[src/rtl/shift_seq_ctrl.sv]
// Sequencer that drives sl/sr/din of an external shift register for N shifts, then pulses done.
// Optional rotate mode (din taken from q) is compiled in with macro SHIFT_SEQ_ROTATE_EN.
module shift_seq_ctrl #(
    parameter int WIDTH = 8
) (
    input  logic             clk,
    input  logic             reset,
    input  logic             start,
    input  logic             dir,
    input  logic [3:0]       count,
    input  logic [WIDTH-1:0] pattern,
    input  logic [WIDTH-1:0] q,
`ifdef SHIFT_SEQ_ROTATE_EN
    input  logic             rotate,
`endif
    output logic             sl,
    output logic             sr,
    output logic             din,
    output logic             busy,
    output logic             done
);

    typedef enum logic [1:0] {
        IDLE  = 2'd0,
        SHIFT = 2'd1,
        DONE  = 2'd2
    } state_t;

    localparam logic [3:0] WMAX = 4'(WIDTH);

    state_t           state_r;
    logic             dir_r;
    logic [3:0]       rem_r;
    logic [3:0]       idx_r;
    logic [WIDTH-1:0] pattern_r;
    logic [3:0]       n_s;
    logic             pat_bit_s;
`ifdef SHIFT_SEQ_ROTATE_EN
    logic             rotate_r;
    logic             rot_bit_s;
`else
    logic             unused_q_s;
`endif

    assign n_s = (count > WMAX) ? WMAX : count;

    // Command FSM: latch on accepted start, count shifts down to the last one, then pulse done.
    always_ff @(posedge clk) begin
        if (reset) begin
            state_r   <= IDLE;
            dir_r     <= 1'b0;
            rem_r     <= 4'd0;
            idx_r     <= 4'd0;
            pattern_r <= '0;
`ifdef SHIFT_SEQ_ROTATE_EN
            rotate_r  <= 1'b0;
`endif
        end else begin
            case (state_r)
                IDLE: begin
                    if (start) begin
                        if (count != 4'd0) begin
                            dir_r     <= dir;
                            pattern_r <= pattern;
                            rem_r     <= n_s;
                            // left shifts feed the pattern MSB-first from bit N-1 down
                            idx_r     <= dir ? 4'd0 : (n_s - 4'd1);
`ifdef SHIFT_SEQ_ROTATE_EN
                            rotate_r  <= rotate;
`endif
                            state_r   <= SHIFT;
                        end else begin
                            state_r   <= DONE;
                        end
                    end else begin
                        state_r <= IDLE;
                    end
                end
                SHIFT: begin
                    if (rem_r == 4'd1) begin
                        rem_r   <= 4'd0;
                        state_r <= DONE;
                    end else begin
                        rem_r <= rem_r - 4'd1;
                        idx_r <= dir_r ? (idx_r + 4'd1) : (idx_r - 4'd1);
                    end
                end
                DONE: begin
                    state_r <= IDLE;
                end
                default: begin
                    state_r <= IDLE;
                end
            endcase
        end
    end

    assign busy = (state_r == SHIFT);
    assign sl   = busy & ~dir_r;
    assign sr   = busy & dir_r;
    assign done = (state_r == DONE);

    assign pat_bit_s = |(pattern_r & (WIDTH'(1) << idx_r));

`ifdef SHIFT_SEQ_ROTATE_EN
    assign rot_bit_s = dir_r ? q[0] : q[WIDTH-1];
    assign din       = busy & (rotate_r ? rot_bit_s : pat_bit_s);
`else
    assign unused_q_s = ^q;
    assign din        = busy & pat_bit_s;
`endif

endmodule

[config.mk]
export PLATFORM = sky130hd
export DESIGN_NAME = shift_seq_ctrl
export DESIGN_NICKNAME = d
export VERILOG_FILES = /design/src/rtl/shift_seq_ctrl.sv
export SDC_FILE = /design/constraint.sdc
export NUM_CORES = 1
export LEC_CHECK = 0
export BUFFER_PORTS_ARGS = -buffer_cell sky130_fd_sc_hd__clkbuf_2
export CAP_MARGIN = 25
export CORE_MARGIN = 2
export CORE_UTILIZATION = 51
export DETAILED_ROUTE_END_ITERATION = 16
export PLACE_DENSITY_LB_ADDON = 0.15
export SETUP_SLACK_MARGIN = 0.05
export SYNTH_ARGS = -nofsm -noshare
export SYNTH_HDL_FRONTEND = slang
export SYNTH_SLANG_ARGS = --single-unit
export TNS_END_PERCENT = 20
[constraint.sdc]
create_clock -name clk -period 2.1 [get_ports clk]
set_input_delay 0.42 -clock clk [delete_from_list [all_inputs] [get_ports clk]]
set_output_delay 0.42 -clock clk [all_outputs]
set_load 0.02 [all_outputs]
# Word-level counts from Yosys, hierarchy flattened

Index checks and enable logic that the tools add are counted.
W data, S select, Z words.

Add/sub/neg operators: 4
Bitwise gates (word level): 5
Magnitude comparators: 1
Reductions and logical operators: 7
Equal/unequal tests: 7
Multiplexer cells: 15
Shifts and indexed selects: 1
Multiply operators: 0
Divide/modulo/power cells: 0

Operator list:

| cell                  | number |
|---|---|
| $mux W4               | 9 |
| $pmux W4 S2           | 2 |
| $sub A4 B1 Y4 const B | 3 |
| $and A8 B8 Y8         | 1 |
| $reduce_or A8 Y1      | 1 |
| $shl A1 B4 Y8 const A | 1 |
| $mux W2               | 3 |
| $ne A2 B2 Y1 const B  | 3 |
| $reduce_and A3 Y1     | 2 |
| $add A4 B1 Y4 const B | 1 |
| $eq A4 B1 Y1 const B  | 1 |
| $gt A4 B4 Y1 const B  | 1 |
| $pmux W2 S2           | 1 |
| $reduce_and A4 Y1     | 1 |
| $reduce_bool A4 Y1    | 1 |
| $and A1 B1 Y1         | 3 |
| $eq A2 B1 Y1 const B  | 1 |
| $eq A2 B2 Y1 const B  | 1 |
| $logic_not A2 Y1      | 1 |
| $ne A2 B1 Y1 const B  | 1 |
| $reduce_bool A2 Y1    | 1 |
| $not A1 Y1            | 1 |

ROM bits: 0
Word-level logic and storage cells: 45
Register bits after elaboration: 19
Latch bits: 0
RAM bits: 0
Memories: 0

# Depth between registers and ports, before layout

Word-level depth: 7
Mapped depth: 6

# Least setup slack after synthesis

No wires, ideal clock.

Path type: register -> output
Start point: reg idx_r[0]
End point: out din
Arrival: 1.218 ns
Slack: 0.462 ns
Buffers on the path: 0
Cell stages (with the launch flop): 4
Path through: dfxtp_1 mux4_2 mux2i_1 nor3_1

Longest elaborated chain between the ends: 4

RTL lines:

| item                   | RTL line | text |
|---|---|---|
| from (decl)            | 34       | `logic [3:0] idx_r;` |
| from (signal assigned) | 67       | `idx_r <= dir ? 4'd0 : (n_s - 4'd1);` |
| from (signal assigned) | 85       | `idx_r <= dir_r ? (idx_r + 4'd1) : (idx_r - 4'd1);` |
| $shl A1 B4 Y8          | 103      | `assign pat_bit_s = \|(pattern_r & (WIDTH'(1) << idx_r));` |
| $and A8 B8 Y8          | 103      |  |
| $reduce_or A8 Y1       | 103      |  |
| $and A1 B1 Y1          | 110      | `assign din = busy & pat_bit_s;` |
| to (decl)              | 18       | `output logic din,` |

No other way between the ends.

# Final worst setup path

Same ends and word-level chain as after synthesis.

==> reports/summary.txt <==
Tightest Pin Transition: 0.606 ns
CP required: 1.68 ns
Ys async rst share: 0
Synth area leader: dfxtp_1
XOR/XNOR Fraction of Synth Area: 0.0245
Max Cap Viol: 0
Placed cell areas: 1200 µm²
Die Area: 2480 µm²
Final setup fails: 0
Slew HR: 0.596
Synth Area in Compound Gates: 0.204
Antenna violations before repair: 0
Vias in the first global route: 843
Post-synth top area share: 0.355
Crit Path Max Fanout: 4
Post-Route WL: 2.20 mm
Final hold violation count: 0
Post-Syn Area per Cell: 8.64 µm²
Adder-Cell Fraction of Synth Area: 0.0771
Htree depth: 1
Fmax: 0.495 GHz
Layout cells sized above 1: 0.253
Reg2Reg Depth: 7
Post-DP HPWL: 1.64 mm
Nets: 177
Slew Limit Fails: 0
Die Wd: 49.8 µm
Netlist cell types: 38
RSZ-0062 raised after global routing: yes
Initial DRC Count: 10
Leakage power total: 0.500 nW
Root Buffer: clkbuf_4
Worst-Skew Late Latency: 0.29 ns
Worst setup SP type: flip-flop
Layout Skew: 0.00246 ns
Final Power: 0.874 mW
HP Class: in -> reg
Post-synthesis simple-gate area fraction: 0.242
Kind of critical path: reg -> out
TNS Setup: 0 ns
First-pass DRT Iterations: 4
Global-route usage over all layers: 0.198
Seq/Total Area, Yosys: 0.355
Area grow syn2layout: 15.3%
Fin crit period: 2.02 ns
# rows: 16
Final Core Density: 0.629
Count leader, synth: nand2_1
Largest family of logic cells by synthesized area: simple AND/OR/NAND/NOR gates
Peak VDD IR: 401 µV
Die height: 49.8 µm
Yosys warnings: 0
Num ports: 29
Vias/cell: 5.39
Synth Net Count: 154
Mux share of post-synthesis cell area: 0.0607
CORE AREA: 1960 µm²
Most frequent cells after synthesis: nand2_1, dfxtp_1, a21oi_1
Post-synth EDFFs: 0
Worst Setup End Kind: output port
Clock transition at path regs: 0.12 ns
PortBufs: 20
Worst R2R Setup Slack: 0.45 ns
First-pass GRT wire length: 3.77 mm
Routed len/inst: 12.7 µm
Max clock buf depth: 2
DR vias: 933
Number of synthesized register bits: 19
Gate Count Post-Synth: 124
Hold Buf Count CTS: 0
Diodes inserted: 0
CP arrival: 1.60 ns
PwrDens: 708 nW/µm²
Post-synth top flop: dfxtp_1
Run status: completed
Synthesized area: 1070 µm²
Initial Util: 0.546
Final instance area: 1230 µm²
Hold slack: 0.328 ns
Residual DRC: 0
Largest net degree at the start of global routing: 21
Total gr overflow: 0
CTS tree: built
Post-route ant nets: 0
Clk sink count: 19
Worst Hold Depth: 3
Placer Congestion: 0.818
TritonCTS Buffers: 3
Ranking of synthesized cells by area: dfxtp_1, a21oi_1, nand2_1
Fraction of the cycle the final worst path needs: 0.961
-- cell families (layout without fill, tap and decap cells) --
family	after synthesis	after routing
flops	19	19
mux	4	4
buf+inv	9	31
xor+xnor	3	3
simple gates	52	52
fa+ha+maj	6	6
compound gates	31	31
-- placed cells by master (no fill, tap or decap), drive strengths merged, types with 2 or more instances in the layout --
| cell | n |
|---|---|
| inv | 3 |
| a21oi | 15 |
| a211oi | 4 |
| or3 | 3 |
| nand2 | 20 |
| nor2 | 7 |
| clkbuf | 22 |
| xnor2 | 2 |
| nor2b | 2 |
| nor3b | 2 |
| ha | 5 |
| nor3 | 5 |
| or2 | 4 |
| mux2i | 2 |
| buf | 4 |
| clkinv | 2 |
| nand2b | 5 |
| o21ai | 2 |
| dfxtp | 19 |
| mux4 | 2 |
-- routing by layer --
layer  track usage  routed length [µm]  share of wire
met5             0                   0              0
met2         0.344                1090           0.49
met3        0.0364                  58          0.026
met1         0.254                1050           0.48
met4        0.0417                   0              0
-- report_power, final --
part           internal, mW  switching (mW)  leakage [nW]
sequential            0.396          0.0323         0.157
combinational         0.118           0.138         0.325
clock                0.0708           0.119        0.0177
total                 0.584           0.290         0.500
-- area by class of cell --
| cell class | instances | area (µm²) |
|---|---|---|
| flip-flops and latches | 19 | 384 |
| repair buffers | 23 | 123 |
| inverters | 4 | 15.0 |
| well taps | 27 | 33.8 |
| fillers | 212 | 727 |
| clock buffers | 3 | 22.5 |
| clock inverters | 1 | 5.00 |
| multi-input cells | 96 | 652 |
-- stage by stage --
stage	std cells	worst slack, ns
2_1_floorplan	124	0.462
3_3_place_gp	168	0.272
3_5_place_dp	168	0.261
4_1_cts	172	0.0567
5_1_grt	173	-0.00987
6_report	173	0.0810
-- flip-flops by register name, indices dropped and copies added, names as in the netlist --
signal	cells
dir_r	1
state_r	2
idx_r	4
pattern_r	8
rem_r	4
-- worst paths after layout --
kind                                           startpoint                   endpoint
worst max register to register      rem_r[1]$_SDFFE_PP0P_      idx_r[0]$_SDFFE_PP0P_
worst min register to register  pattern_r[3]$_SDFFE_PP0P_  pattern_r[3]$_SDFFE_PP0P_
worst min-delay path                           pattern[7]  pattern_r[7]$_SDFFE_PP0P_
worst max-delay path                idx_r[0]$_SDFFE_PP0P_                        din
-- worst max-delay path: stages (launching register included) --
cell and delay [ns]:
dfxtp_4 0.40, mux4_2 0.50, mux2i_1 0.18, nor3_1 0.06
buf_2 0.16
-- timing repair --
item	in CTS	in global routing
setup endpoints to repair	1	1
cloned	0	0
setup buffers	0	1
resized for setup	2	1
(Power assumes the default switching activity.)
